`config.mk`:
```
export PLATFORM = sky130hd
export DESIGN_NAME = jedro_1_lsu_flat
export DESIGN_NICKNAME = d
export VERILOG_FILES = /design/src/rtl/jedro_1_lsu_pkg.sv /design/src/rtl/jedro_1_lsu_if.sv /design/src/rtl/jedro_1_lsu_align.sv /design/src/rtl/jedro_1_lsu.sv /design/src/flat_wrapper.sv
export SDC_FILE = /design/constraint.sdc
export NUM_CORES = 1
export LEC_CHECK = 0
export CORE_ASPECT_RATIO = 1.75
export CORE_MARGIN = 2
export CORE_UTILIZATION = 45
export DETAILED_ROUTE_END_ITERATION = 16
export PLACE_DENSITY = 0.82
export SKIP_CTS_REPAIR_TIMING = 1
export SLEW_MARGIN = 0
export SYNTH_ARGS = -nofsm -noshare
export SYNTH_HDL_FRONTEND = slang
export SYNTH_HIERARCHICAL = 1
export SYNTH_SLANG_ARGS = --single-unit
```
`constraint.sdc`:
```
create_clock -name clk_i -period 2.65 [get_ports clk_i]
set_input_delay 0.3975 -clock clk_i [delete_from_list [all_inputs] [get_ports clk_i]]
set_output_delay 0.3975 -clock clk_i [all_outputs]
set_load 0.02 [all_outputs]
```
`src/rtl/jedro_1_lsu_pkg.sv`:
```
// -----------------------------------------------------------------------------
// jedro_1_lsu_pkg
// Shared definitions for the jedro_1 load/store unit:
//   - access size encodings (LSU_BYTE / LSU_HALF / LSU_WORD, 2'b11 acts as word)
//   - FSM state enum (IDLE / REQ / WAIT)
//   - byte-enable width
//   - helpers that classify and realign the low address bits of a command
// -----------------------------------------------------------------------------
package jedro_1_lsu_pkg;

   localparam int BE_WIDTH = 4;

   typedef enum logic [1:0] {
      LSU_BYTE = 2'b00,
      LSU_HALF = 2'b01,
      LSU_WORD = 2'b10
   } lsu_size_e;

   typedef enum logic [1:0] {
      IDLE = 2'b00,
      REQ  = 2'b01,
      WAIT = 2'b10
   } lsu_state_e;

   // A half must sit on an even byte, a word on a word boundary.
   // The reserved size code 2'b11 behaves like a word.
   function automatic logic is_misaligned(input logic [1:0] size, input logic [1:0] off);
      case (size)
         LSU_BYTE: return 1'b0;
         LSU_HALF: return off[0];
         default:  return |off;
      endcase
   endfunction

   // Byte offset actually used for lane selection once the address has been
   // forced onto the natural boundary of the access size.
   function automatic logic [1:0] aligned_off(input logic [1:0] size, input logic [1:0] off);
      case (size)
         LSU_BYTE: return off;
         LSU_HALF: return {off[1], 1'b0};
         default:  return 2'b00;
      endcase
   endfunction

endpackage

```
`src/rtl/jedro_1_lsu_if.sv`:
```
// -----------------------------------------------------------------------------
// jedro_1_lsu_if
// Bundles every non-clock/reset signal of the load/store unit:
//   ctrl_*  : command from the execute stage (valid/ready handshake)
//   data_*  : data-memory bus (req/gnt address phase, rvalid response phase)
//   wpc_*   : register file write port C
//   misaligned_o : misaligned-access pulse
// Modports:
//   master : the LSU itself
//   slave  : the surrounding environment (execute stage, memory, register file)
// -----------------------------------------------------------------------------
interface jedro_1_lsu_if
   import jedro_1_lsu_pkg::*;
#(
   parameter int DATA_WIDTH     = 32,
   parameter int REG_ADDR_WIDTH = 5
);

   logic                      ctrl_valid_i;
   logic                      ctrl_ready_o;
   logic                      ctrl_we_i;
   logic [1:0]                ctrl_size_i;
   logic                      ctrl_unsigned_i;
   logic [DATA_WIDTH-1:0]     ctrl_addr_i;
   logic [DATA_WIDTH-1:0]     ctrl_wdata_i;
   logic [REG_ADDR_WIDTH-1:0] ctrl_regdest_i;

   logic                      data_req_o;
   logic                      data_gnt_i;
   logic                      data_we_o;
   logic [BE_WIDTH-1:0]       data_be_o;
   logic [DATA_WIDTH-1:0]     data_addr_o;
   logic [DATA_WIDTH-1:0]     data_wdata_o;
   logic                      data_rvalid_i;
   logic [DATA_WIDTH-1:0]     data_rdata_i;

   logic [REG_ADDR_WIDTH-1:0] wpc_addr_o;
   logic [DATA_WIDTH-1:0]     wpc_data_o;
   logic                      wpc_we_o;

   logic                      misaligned_o;

   modport master (
      input  ctrl_valid_i, ctrl_we_i, ctrl_size_i, ctrl_unsigned_i,
             ctrl_addr_i, ctrl_wdata_i, ctrl_regdest_i,
             data_gnt_i, data_rvalid_i, data_rdata_i,
      output ctrl_ready_o,
             data_req_o, data_we_o, data_be_o, data_addr_o, data_wdata_o,
             wpc_addr_o, wpc_data_o, wpc_we_o, misaligned_o
   );

   modport slave (
      output ctrl_valid_i, ctrl_we_i, ctrl_size_i, ctrl_unsigned_i,
             ctrl_addr_i, ctrl_wdata_i, ctrl_regdest_i,
             data_gnt_i, data_rvalid_i, data_rdata_i,
      input  ctrl_ready_o,
             data_req_o, data_we_o, data_be_o, data_addr_o, data_wdata_o,
             wpc_addr_o, wpc_data_o, wpc_we_o, misaligned_o
   );

endinterface

```
`src/rtl/jedro_1_lsu_align.sv`:
```
// -----------------------------------------------------------------------------
// jedro_1_lsu_align
// Purely combinational lane logic for the load/store unit.
//   Store half: st_size, st_off, st_wdata -> st_be, st_wdata_aligned
//               (byte/half data replicated across all lanes)
//   Load half : ld_size, ld_off, ld_unsigned, ld_rdata -> ld_data
//               (shift lane down, then sign/zero-extend; word ignores unsigned)
// The two halves are independent so the top can feed the store half from the
// incoming command and the load half from the registered command.
// -----------------------------------------------------------------------------
module jedro_1_lsu_align
   import jedro_1_lsu_pkg::*;
#(
   parameter int DATA_WIDTH = 32
) (
   input  logic [1:0]            st_size,
   input  logic [1:0]            st_off,
   input  logic [DATA_WIDTH-1:0] st_wdata,
   output logic [BE_WIDTH-1:0]   st_be,
   output logic [DATA_WIDTH-1:0] st_wdata_aligned,

   input  logic [1:0]            ld_size,
   input  logic [1:0]            ld_off,
   input  logic                  ld_unsigned,
   input  logic [DATA_WIDTH-1:0] ld_rdata,
   output logic [DATA_WIDTH-1:0] ld_data
);

   logic [DATA_WIDTH-1:0] byte_rep;
   logic [DATA_WIDTH-1:0] half_rep;
   logic [DATA_WIDTH-1:0] ld_shifted;

   generate
      for (genvar gi = 0; gi < BE_WIDTH; gi++) begin : g_byte_rep
         assign byte_rep[gi*8 +: 8] = st_wdata[7:0];
      end
      for (genvar gi = 0; gi < BE_WIDTH/2; gi++) begin : g_half_rep
         assign half_rep[gi*16 +: 16] = st_wdata[15:0];
      end
   endgenerate

   always_comb begin
      st_be            = '1;
      st_wdata_aligned = st_wdata;
      case (st_size)
         LSU_BYTE: begin
            st_be            = BE_WIDTH'(1) << st_off;
            st_wdata_aligned = byte_rep;
         end
         LSU_HALF: begin
            st_be            = st_off[1] ? 4'b1100 : 4'b0011;
            st_wdata_aligned = half_rep;
         end
         default: ;
      endcase
   end

   assign ld_shifted = ld_rdata >> {ld_off, 3'b000};

   always_comb begin
      ld_data = ld_shifted;
      case (ld_size)
         LSU_BYTE: ld_data = {{24{~ld_unsigned & ld_shifted[7]}},  ld_shifted[7:0]};
         LSU_HALF: ld_data = {{16{~ld_unsigned & ld_shifted[15]}}, ld_shifted[15:0]};
         default: ;
      endcase
   end

endmodule

```
`src/rtl/jedro_1_lsu.sv`:
```
// -----------------------------------------------------------------------------
// jedro_1_lsu
// Load/store unit of the jedro_1 core. Accepts one command at a time, runs one
// req/gnt/rvalid data-memory transaction and writes extended load data to
// register file port C.
// Ports:
//   clk_i  : core clock, rising edge
//   rstn_i : synchronous active-low reset
//   bus    : jedro_1_lsu_if.master (ctrl_*, data_*, wpc_*, misaligned_o)
// Optional feature macro: JEDRO_1_LSU_MISALIGNED_EXC_EN
//   defined   : misaligned commands are accepted, no memory request is made,
//               misaligned_o pulses one cycle after acceptance
//   undefined : misaligned_o is tied low, address is forced onto the natural
//               boundary and the access proceeds normally
// -----------------------------------------------------------------------------
module jedro_1_lsu
   import jedro_1_lsu_pkg::*;
#(
   parameter int DATA_WIDTH     = 32,
   parameter int REG_ADDR_WIDTH = 5
) (
   input  logic           clk_i,
   input  logic           rstn_i,
   jedro_1_lsu_if.master  bus
);

   lsu_state_e                state_reg, state_next;
   logic                      ready;
   logic                      accept;
   logic                      issue;
   logic [1:0]                cmd_off;

   logic [BE_WIDTH-1:0]       st_be;
   logic [DATA_WIDTH-1:0]     st_wdata;
   logic [DATA_WIDTH-1:0]     ld_data;

   logic                      data_we_reg;
   logic [BE_WIDTH-1:0]       data_be_reg;
   logic [DATA_WIDTH-1:0]     data_addr_reg;
   logic [DATA_WIDTH-1:0]     data_wdata_reg;
   logic [1:0]                ld_size_reg;
   logic [1:0]                ld_off_reg;
   logic                      ld_unsigned_reg;
   logic                      ld_write_reg;
   logic [REG_ADDR_WIDTH-1:0] regdest_reg;
   logic [REG_ADDR_WIDTH-1:0] wpc_addr_reg;
   logic [DATA_WIDTH-1:0]     wpc_data_reg;
   logic                      wpc_we_reg;

   // Ready is a pure state decode, gated so it reads low while reset is held.
   assign ready   = (state_reg == IDLE) & rstn_i;
   assign accept  = bus.ctrl_valid_i & ready;
   assign cmd_off = aligned_off(bus.ctrl_size_i, bus.ctrl_addr_i[1:0]);

`ifdef JEDRO_1_LSU_MISALIGNED_EXC_EN
   logic cmd_misaligned;
   logic misaligned_reg;

   assign cmd_misaligned   = is_misaligned(bus.ctrl_size_i, bus.ctrl_addr_i[1:0]);
   // A misaligned command is consumed but never reaches the memory bus.
   assign issue            = accept & ~cmd_misaligned;
   assign bus.misaligned_o = misaligned_reg;
`else
   assign issue            = accept;
   assign bus.misaligned_o = 1'b0;
`endif

   // Store half fed from the live command, load half from the captured one.
   jedro_1_lsu_align #(
      .DATA_WIDTH (DATA_WIDTH)
   ) u_align (
      .st_size          (bus.ctrl_size_i),
      .st_off           (cmd_off),
      .st_wdata         (bus.ctrl_wdata_i),
      .st_be            (st_be),
      .st_wdata_aligned (st_wdata),
      .ld_size          (ld_size_reg),
      .ld_off           (ld_off_reg),
      .ld_unsigned      (ld_unsigned_reg),
      .ld_rdata         (bus.data_rdata_i),
      .ld_data          (ld_data)
   );

   always_comb begin
      state_next = state_reg;
      case (state_reg)
         IDLE:    if (issue)              state_next = REQ;
         REQ:     if (bus.data_gnt_i)     state_next = WAIT;
         WAIT:    if (bus.data_rvalid_i)  state_next = IDLE;
         default:                         state_next = IDLE;
      endcase
   end

   always_ff @(posedge clk_i) begin
      if (!rstn_i) begin
         state_reg       <= IDLE;
         data_we_reg     <= 1'b0;
         data_be_reg     <= '0;
         data_addr_reg   <= '0;
         data_wdata_reg  <= '0;
         ld_size_reg     <= LSU_BYTE;
         ld_off_reg      <= 2'b00;
         ld_unsigned_reg <= 1'b0;
         ld_write_reg    <= 1'b0;
         regdest_reg     <= '0;
         wpc_addr_reg    <= '0;
         wpc_data_reg    <= '0;
         wpc_we_reg      <= 1'b0;
      end else begin
         state_reg  <= state_next;
         wpc_we_reg <= 1'b0;
         if (issue) begin
            data_we_reg     <= bus.ctrl_we_i;
            data_be_reg     <= st_be;
            data_addr_reg   <= {bus.ctrl_addr_i[DATA_WIDTH-1:2], 2'b00};
            data_wdata_reg  <= st_wdata;
            ld_size_reg     <= bus.ctrl_size_i;
            ld_off_reg      <= cmd_off;
            ld_unsigned_reg <= bus.ctrl_unsigned_i;
            // x0 is never written; stores never touch the register file.
            ld_write_reg    <= ~bus.ctrl_we_i & (bus.ctrl_regdest_i != '0);
            regdest_reg     <= bus.ctrl_regdest_i;
         end
         if ((state_reg == WAIT) && bus.data_rvalid_i && ld_write_reg) begin
            wpc_we_reg   <= 1'b1;
            wpc_addr_reg <= regdest_reg;
            wpc_data_reg <= ld_data;
         end
      end
   end

`ifdef JEDRO_1_LSU_MISALIGNED_EXC_EN
   always_ff @(posedge clk_i) begin
      if (!rstn_i) begin
         misaligned_reg <= 1'b0;
      end else begin
         misaligned_reg <= accept & cmd_misaligned;
      end
   end
`endif

   assign bus.ctrl_ready_o = ready;
   assign bus.data_req_o   = (state_reg == REQ);
   assign bus.data_we_o    = data_we_reg;
   assign bus.data_be_o    = data_be_reg;
   assign bus.data_addr_o  = data_addr_reg;
   assign bus.data_wdata_o = data_wdata_reg;
   assign bus.wpc_addr_o   = wpc_addr_reg;
   assign bus.wpc_data_o   = wpc_data_reg;
   assign bus.wpc_we_o     = wpc_we_reg;

endmodule

```
`src/flat_wrapper.sv`:
```
// flat-port wrapper written by rule: the top's interface ports become plain ports
module jedro_1_lsu_flat import jedro_1_lsu_pkg::*;
#(
   parameter int DATA_WIDTH     = 32,
   parameter int REG_ADDR_WIDTH = 5
)
  (clk_i, rstn_i, bus_ctrl_valid_i, bus_ctrl_we_i, bus_ctrl_size_i, bus_ctrl_unsigned_i, bus_ctrl_addr_i, bus_ctrl_wdata_i, bus_ctrl_regdest_i, bus_data_gnt_i, bus_data_rvalid_i, bus_data_rdata_i, bus_ctrl_ready_o, bus_data_req_o, bus_data_we_o, bus_data_be_o, bus_data_addr_o, bus_data_wdata_o, bus_wpc_addr_o, bus_wpc_data_o, bus_wpc_we_o, bus_misaligned_o);
  jedro_1_lsu_if #(.DATA_WIDTH(DATA_WIDTH), .REG_ADDR_WIDTH(REG_ADDR_WIDTH)) bus_i ();
  input  logic clk_i;
  input  logic rstn_i;
  input wire logic [$bits(bus_i.ctrl_valid_i)-1:0] bus_ctrl_valid_i;
  input wire logic [$bits(bus_i.ctrl_we_i)-1:0] bus_ctrl_we_i;
  input wire logic [$bits(bus_i.ctrl_size_i)-1:0] bus_ctrl_size_i;
  input wire logic [$bits(bus_i.ctrl_unsigned_i)-1:0] bus_ctrl_unsigned_i;
  input wire logic [$bits(bus_i.ctrl_addr_i)-1:0] bus_ctrl_addr_i;
  input wire logic [$bits(bus_i.ctrl_wdata_i)-1:0] bus_ctrl_wdata_i;
  input wire logic [$bits(bus_i.ctrl_regdest_i)-1:0] bus_ctrl_regdest_i;
  input wire logic [$bits(bus_i.data_gnt_i)-1:0] bus_data_gnt_i;
  input wire logic [$bits(bus_i.data_rvalid_i)-1:0] bus_data_rvalid_i;
  input wire logic [$bits(bus_i.data_rdata_i)-1:0] bus_data_rdata_i;
  output wire logic [$bits(bus_i.ctrl_ready_o)-1:0] bus_ctrl_ready_o;
  output wire logic [$bits(bus_i.data_req_o)-1:0] bus_data_req_o;
  output wire logic [$bits(bus_i.data_we_o)-1:0] bus_data_we_o;
  output wire logic [$bits(bus_i.data_be_o)-1:0] bus_data_be_o;
  output wire logic [$bits(bus_i.data_addr_o)-1:0] bus_data_addr_o;
  output wire logic [$bits(bus_i.data_wdata_o)-1:0] bus_data_wdata_o;
  output wire logic [$bits(bus_i.wpc_addr_o)-1:0] bus_wpc_addr_o;
  output wire logic [$bits(bus_i.wpc_data_o)-1:0] bus_wpc_data_o;
  output wire logic [$bits(bus_i.wpc_we_o)-1:0] bus_wpc_we_o;
  output wire logic [$bits(bus_i.misaligned_o)-1:0] bus_misaligned_o;
  assign bus_i.ctrl_valid_i = bus_ctrl_valid_i;
  assign bus_i.ctrl_we_i = bus_ctrl_we_i;
  assign bus_i.ctrl_size_i = bus_ctrl_size_i;
  assign bus_i.ctrl_unsigned_i = bus_ctrl_unsigned_i;
  assign bus_i.ctrl_addr_i = bus_ctrl_addr_i;
  assign bus_i.ctrl_wdata_i = bus_ctrl_wdata_i;
  assign bus_i.ctrl_regdest_i = bus_ctrl_regdest_i;
  assign bus_i.data_gnt_i = bus_data_gnt_i;
  assign bus_i.data_rvalid_i = bus_data_rvalid_i;
  assign bus_i.data_rdata_i = bus_data_rdata_i;
  assign bus_ctrl_ready_o = bus_i.ctrl_ready_o;
  assign bus_data_req_o = bus_i.data_req_o;
  assign bus_data_we_o = bus_i.data_we_o;
  assign bus_data_be_o = bus_i.data_be_o;
  assign bus_data_addr_o = bus_i.data_addr_o;
  assign bus_data_wdata_o = bus_i.data_wdata_o;
  assign bus_wpc_addr_o = bus_i.wpc_addr_o;
  assign bus_wpc_data_o = bus_i.wpc_data_o;
  assign bus_wpc_we_o = bus_i.wpc_we_o;
  assign bus_misaligned_o = bus_i.misaligned_o;
  jedro_1_lsu #(.DATA_WIDTH(DATA_WIDTH), .REG_ADDR_WIDTH(REG_ADDR_WIDTH)) u_core (.clk_i(clk_i), .rstn_i(rstn_i), .bus(bus_i));
endmodule
```
==> impl_metrics.tcl, run 1 <==
set metrics [dict create \
    hold_path.class "flip-flop to flip-flop" \
    finalHoldViolCount 0 \
    cts_tree "done" \
    first_global_vias 5370 \
    core_sq_um 12100 \
    fin_setup_tns_ps 0 \
    powerDensity_nw_per_um2 603 \
    synth_seq_cells 118 \
    drv_cap 0 \
    crit_type "flip-flop to flip-flop" \
    vias 5446 \
    grt_pass1_wl_mm 25.9 \
    first_pass_iters 5 \
    track_usage 0.249 \
    clkSinkCount 118 \
    slew_headroom 0.549 \
    worst_slew_pin_slew_ps 674 \
    clk_pin_slew_ps 60 \
    syn-instance-count 689 \
    timing.rr.start "u_core/ld_off_reg[0]" \
    clockBufferDepth 2 \
    use_met2 0.447 \
    clk_latency_ps 400 \
    synth.distinct_cells 36 \
    cts_made_buffers 17 \
    crit_path_start "u_core/ld_off_reg[0]" \
    hold_start "u_core/bus.data_be_o[0]" \
    use_met3 0.0550 \
    htree_levels 4 \
    gp_congestion 0.960 \
    globalRouteOverflowTotal 0 \
    antenna_found_initial 0 \
    crit_arrival_ps 2460 \
    drt_iter0_markers 238 \
    synth_area_leaders "dfxtp_1 42%, nand2_1 17%, a21boi_1 13%" \
    synth-edff-count 0 \
    ant_nets 0 \
    yosysSeqAreaShare 0.423 \
    yosysTopAreaCell "dfxtp_1" \
    cts_root_buf "clkbuf_16" \
    finalClockSkew_ps 8.39 \
    drt-total-wl_mm 16.9 \
    rows 53 \
    slew_violations 0 \
    ys.flop_type "dfxtp_1" \
    max_freq_mhz 461 \
    port_buffers 216 \
    start_kind "flip-flop" \
    initial_core_util 0.463 \
    end_kind "flip-flop" \
    wl_per_cell_um 16.0 \
    drc_errors 0 \
    ioPinCount 220 \
    die_h_um 151 \
    setup_viol 0 \
    syn_area_sq_um 5590 \
    rsz0062_at_grt "false" \
    status "complete, no violations" \
    layout-drive-gt1-share 0.0776 \
    grt_max_degree 54 \
    yosysTopAreaCellShare 0.423 \
    finalNetCount 986 \
    diodes 0 \
    met1_usage 0.251 \
    async_flop_share 0 \
    via_per_inst 5.17 \
    fp.dieW_um 88.2 \
    period_share 0.819 \
    busiest_layer "met2" \
    fin_util 0.694 \
    crit_fanout 16 \
    ir_drop_mv 0.472 \
    p_leak_uw 0.00299 \
    worstPathRequired_ps 2940 \
    hpwl_mm 12.4 \
    areaGrowthSynthToFinish_pct 50.0 \
    yosys_warnings 6 \
    syn-mean-instance-area_sq_um 8.11 \
    hold_slack_ps 450 \
    fin_crit_ps 2170 \
    die_area_sq_um 13400 \
]
==> layout by cell type (no fill, tap or decap), types with 4 or more instances in the layout <==
cell	netlist	layout
nand2_1	253	253
clkbuf_16	0	17
a21boi_0	18	18
bufinv_16	0	4
mux2i_1	28	28
o21ai_0	14	14
dfxtp_1	118	118
a211oi_1	14	14
mux2_2	16	16
nor2_1	24	24
nor2b_1	10	10
a21oi_1	7	7
a21boi_1	96	96
buf_4	15	10
clkdlybuf4s50_1	0	215
==> final timing paths <==
| check | endpoint | slack, ps | cells after the start |
|---|---|---|---|
| min reg2reg | u_core/bus.data_be_o[0] | 450 | 2 |
| min | u_core/bus.data_be_o[0] | 450 | 2 |
| max | u_core/bus.wpc_data_o[21] | 480 | 6 |
| max reg2reg | u_core/bus.wpc_data_o[21] | 480 | 6 |
==> power by group <==
| group | internal, uW | switching, uW |
|---|---|---|
| sequential | 1840 | 39.4 |
| clock | 1610 | 841 |
| combinational | 379 | 350 |
==> cells by family after synthesis <==
family                 after synthesis  synth area share
buffers and inverters               64            0.0661
multiplexers                        44            0.0824
AO/OA/AOI/OAI                      160             0.209
other                                1          0.000671
flip-flops                         118             0.423
AND/OR/NAND/NOR                    302             0.219
==> synthesized netlist by cell type, drive strengths merged (4+ instances only) <==
library cell and n:
nor2 24, a211oi 14, nand2b 4, clkbuf 19
nand2 253, nor2b 10, mux2 16, dfxtp 118
o21ai 16, buf 43, mux2i 28, a21oi 7
a21boi 115
==> routing by layer <==
metal  share of wire  wire, um  up-vias
met5               0         0        -
met4           0.058       981        0
met3           0.051       855       58
met2            0.54      9110      210
met1            0.35      5930     2532
li1                -         -     2646
==> area by class of cell <==
type,count,area [sq um]
clock buffers,18,439
flip-flops and latches,118,2360
inverters,2,7.51
fillers,990,3690
clock inverters,14,198
multi-input cells,509,2890
repair buffers,228,2270
well taps,165,206
==> worst max-delay path, stage by stage, from the launching register on <==
cell	delay [ps]
dfxtp_1	590
mux2i_1	340
mux2i_1	130
o211ai_2	560
o21ai_0	250
nand2_1	120
a21boi_1	60
==> metrics by stage <==
step	worst slack, ps	power, uW	cell area [sq um]	std cells
global placement	593	2620	7740	1022
finish	479	5060	8380	1054
CTS	492	5100	8380	1054
detailed placement	423	2640	7740	1022
floorplan	1210	2290	5590	691
global route	381	5240	8380	1054
(Power assumes the default switching activity.)
==> inputs of run 2 (changes only) <==
CORE_UTILIZATION = 40   (was 45)
PLACE_DENSITY = 0.77   (was 0.82)
clock period = 1.9 ns   (was 2.65 ns; I/O delays follow)
==> impl_metrics.tcl, run 2 (synthesis results as in run 1) <==
set metrics [dict create \
    ir_drop_mv 0.700 \
    ant_nets 0 \
    worst_slew_pin_slew_ps 562 \
    status "complete, no violations" \
    period_share 0.911 \
    final_cell_mix "253 x nand2_1, 213 x clkdlybuf4s50_1, 117 x dfxtp_1" \
    initial_core_util 0.406 \
    antenna_found_initial 0 \
    fillers 1234 \
    clk_pin_slew_ps 60 \
    cts_root_buf "clkbuf_16" \
    first_global_vias 5175 \
    dpl_worst_slack_ps -180 \
    die_area_sq_um 15000 \
    crit_chain "mux2i_1, mux2i_1, o211ai_4, buf_12, buf_4, nand2_1, nand2_1, a21boi_1" \
    crit_buf_inv 2 \
    wl_per_cell_um 16.0 \
    ioPinCount 220 \
    fp.dieW_um 93.3 \
    fin_crit_ps 1730 \
    first_pass_iters 4 \
    r2r_slack_ps 170 \
    slew_headroom 0.624 \
    slowest_delay_ps 520 \
    hold_path.class "input pin to flip-flop" \
    drt-total-wl_mm 17.4 \
    clk_latency_ps 410 \
    finalNetCount 1008 \
    mostFrequentLayoutCell "nand2_1" \
    core_sq_um 13800 \
    rows 57 \
    end_kind "flip-flop" \
    regArea_sq_um 2360 \
    cts_made_buffers 17 \
    fin_util 0.623 \
    drv_cap 0 \
    slew_violations 0 \
    crit_family "flip-flops" \
    hold_slack_ps 199 \
    setup_slack_ps 169 \
    multiInputGateArea_sq_um 2900 \
    cts_tree "done" \
    clkSinkCount 118 \
    drt_iter0_markers 219 \
    hpwl_mm 12.7 \
    worstPathRequired_ps 2200 \
    clockBufferDepth 2 \
    power.total_uw 6800 \
    p_leak_uw 0.00312 \
    numPlacedInstances 1054 \
    areaGrowthSynthToFinish_pct 53.4 \
    vias 5289 \
    finalNonFillerCells 1088 \
    diodes 0 \
    crit_type "flip-flop to flip-flop" \
    drc_errors 0 \
    globalRouteOverflowTotal 0 \
    start_kind "flip-flop" \
    max_freq_mhz 578 \
    crit_fanout 14 \
    via_per_inst 4.86 \
    gp_congestion 0.924 \
    htree_levels 4 \
    port_buffers 216 \
    grt_max_degree 49 \
    track_usage 0.233 \
    cpMaxStageDelayCell "dfxtp_1" \
    grt_pass1_wl_mm 27.0 \
    powerDensity_nw_per_um2 794 \
    die_h_um 160 \
    setup_viol 0 \
    finalHoldViolCount 0 \
    rsz0062_at_grt "false" \
    layout-drive-gt1-share 0.101 \
    crit_arrival_ps 2030 \
    finalClockSkew_ps 8.47 \
]
[run 2: changes by cell type in the layout (fill, tap and decap cells not counted), sizes merged]
cell           change
inv                +1
bufinv             -3
clkinv             +1
dlymetal6s2s       +2
clkdlybuf4s50      -2
buf               +22
clkbuf             +1
[run 2: cell type report]
class                           instances  share of cell area
Inverter                                2            0.000876
Clock inverter                         13              0.0143
Tap cell                              177              0.0258
Multi-Input combinational cell        509               0.339
Clock buffer                           19              0.0529
Timing Repair Buffer                  250               0.292
Sequential cell                       118               0.276
[run 2: worst paths after layout]
kind / start / to / cells after the start
worst max-delay path: u_core/ld_off_reg[0] / u_core/bus.wpc_data_o[30] / 8
worst min-delay path: rstn_i / u_core/state_reg[0] / 3
worst max register to register: u_core/ld_off_reg[0] / u_core/bus.wpc_data_o[30] / 8
worst min register to register: u_core/bus.data_wdata_o[0] / u_core/bus.data_wdata_o[0] / 2
[run 2: routing by layer]
| metal | up-vias | GRT usage | part of all wire |
|---|---|---|---|
| met3 | 39 | 0.0436 | 0.041 |
| met2 | 153 | 0.433 | 0.54 |
| met1 | 2422 | 0.238 | 0.37 |
| li1 | 2675 | - | - |
| met4 | 0 | 0.126 | 0.049 |
| met5 | - | 0 | 0 |
[run 2: power by group]
| part | internal [uW] | switching (uW) | leakage [uW] |
|---|---|---|---|
| Sequential | 2560 | 50.7 | 0.000958 |
| Combinational | 578 | 506 | 0.00187 |
| Clock | 1880 | 1220 | 0.000284 |
[run 2: per-stage QoR]
step,cell area (sq um),TNS (ps)
after floorplan,5590,0
after global placement,7950,-656
after detailed placement,7950,-1870
after CTS,8520,-399
after global routing,8570,0
final,8570,0
[run 2: tightest hold or removal path: cells and delay by family]
family	cells	cell delay, ps
buffers and inverters	1	140
AND/OR/NAND/NOR	2	140
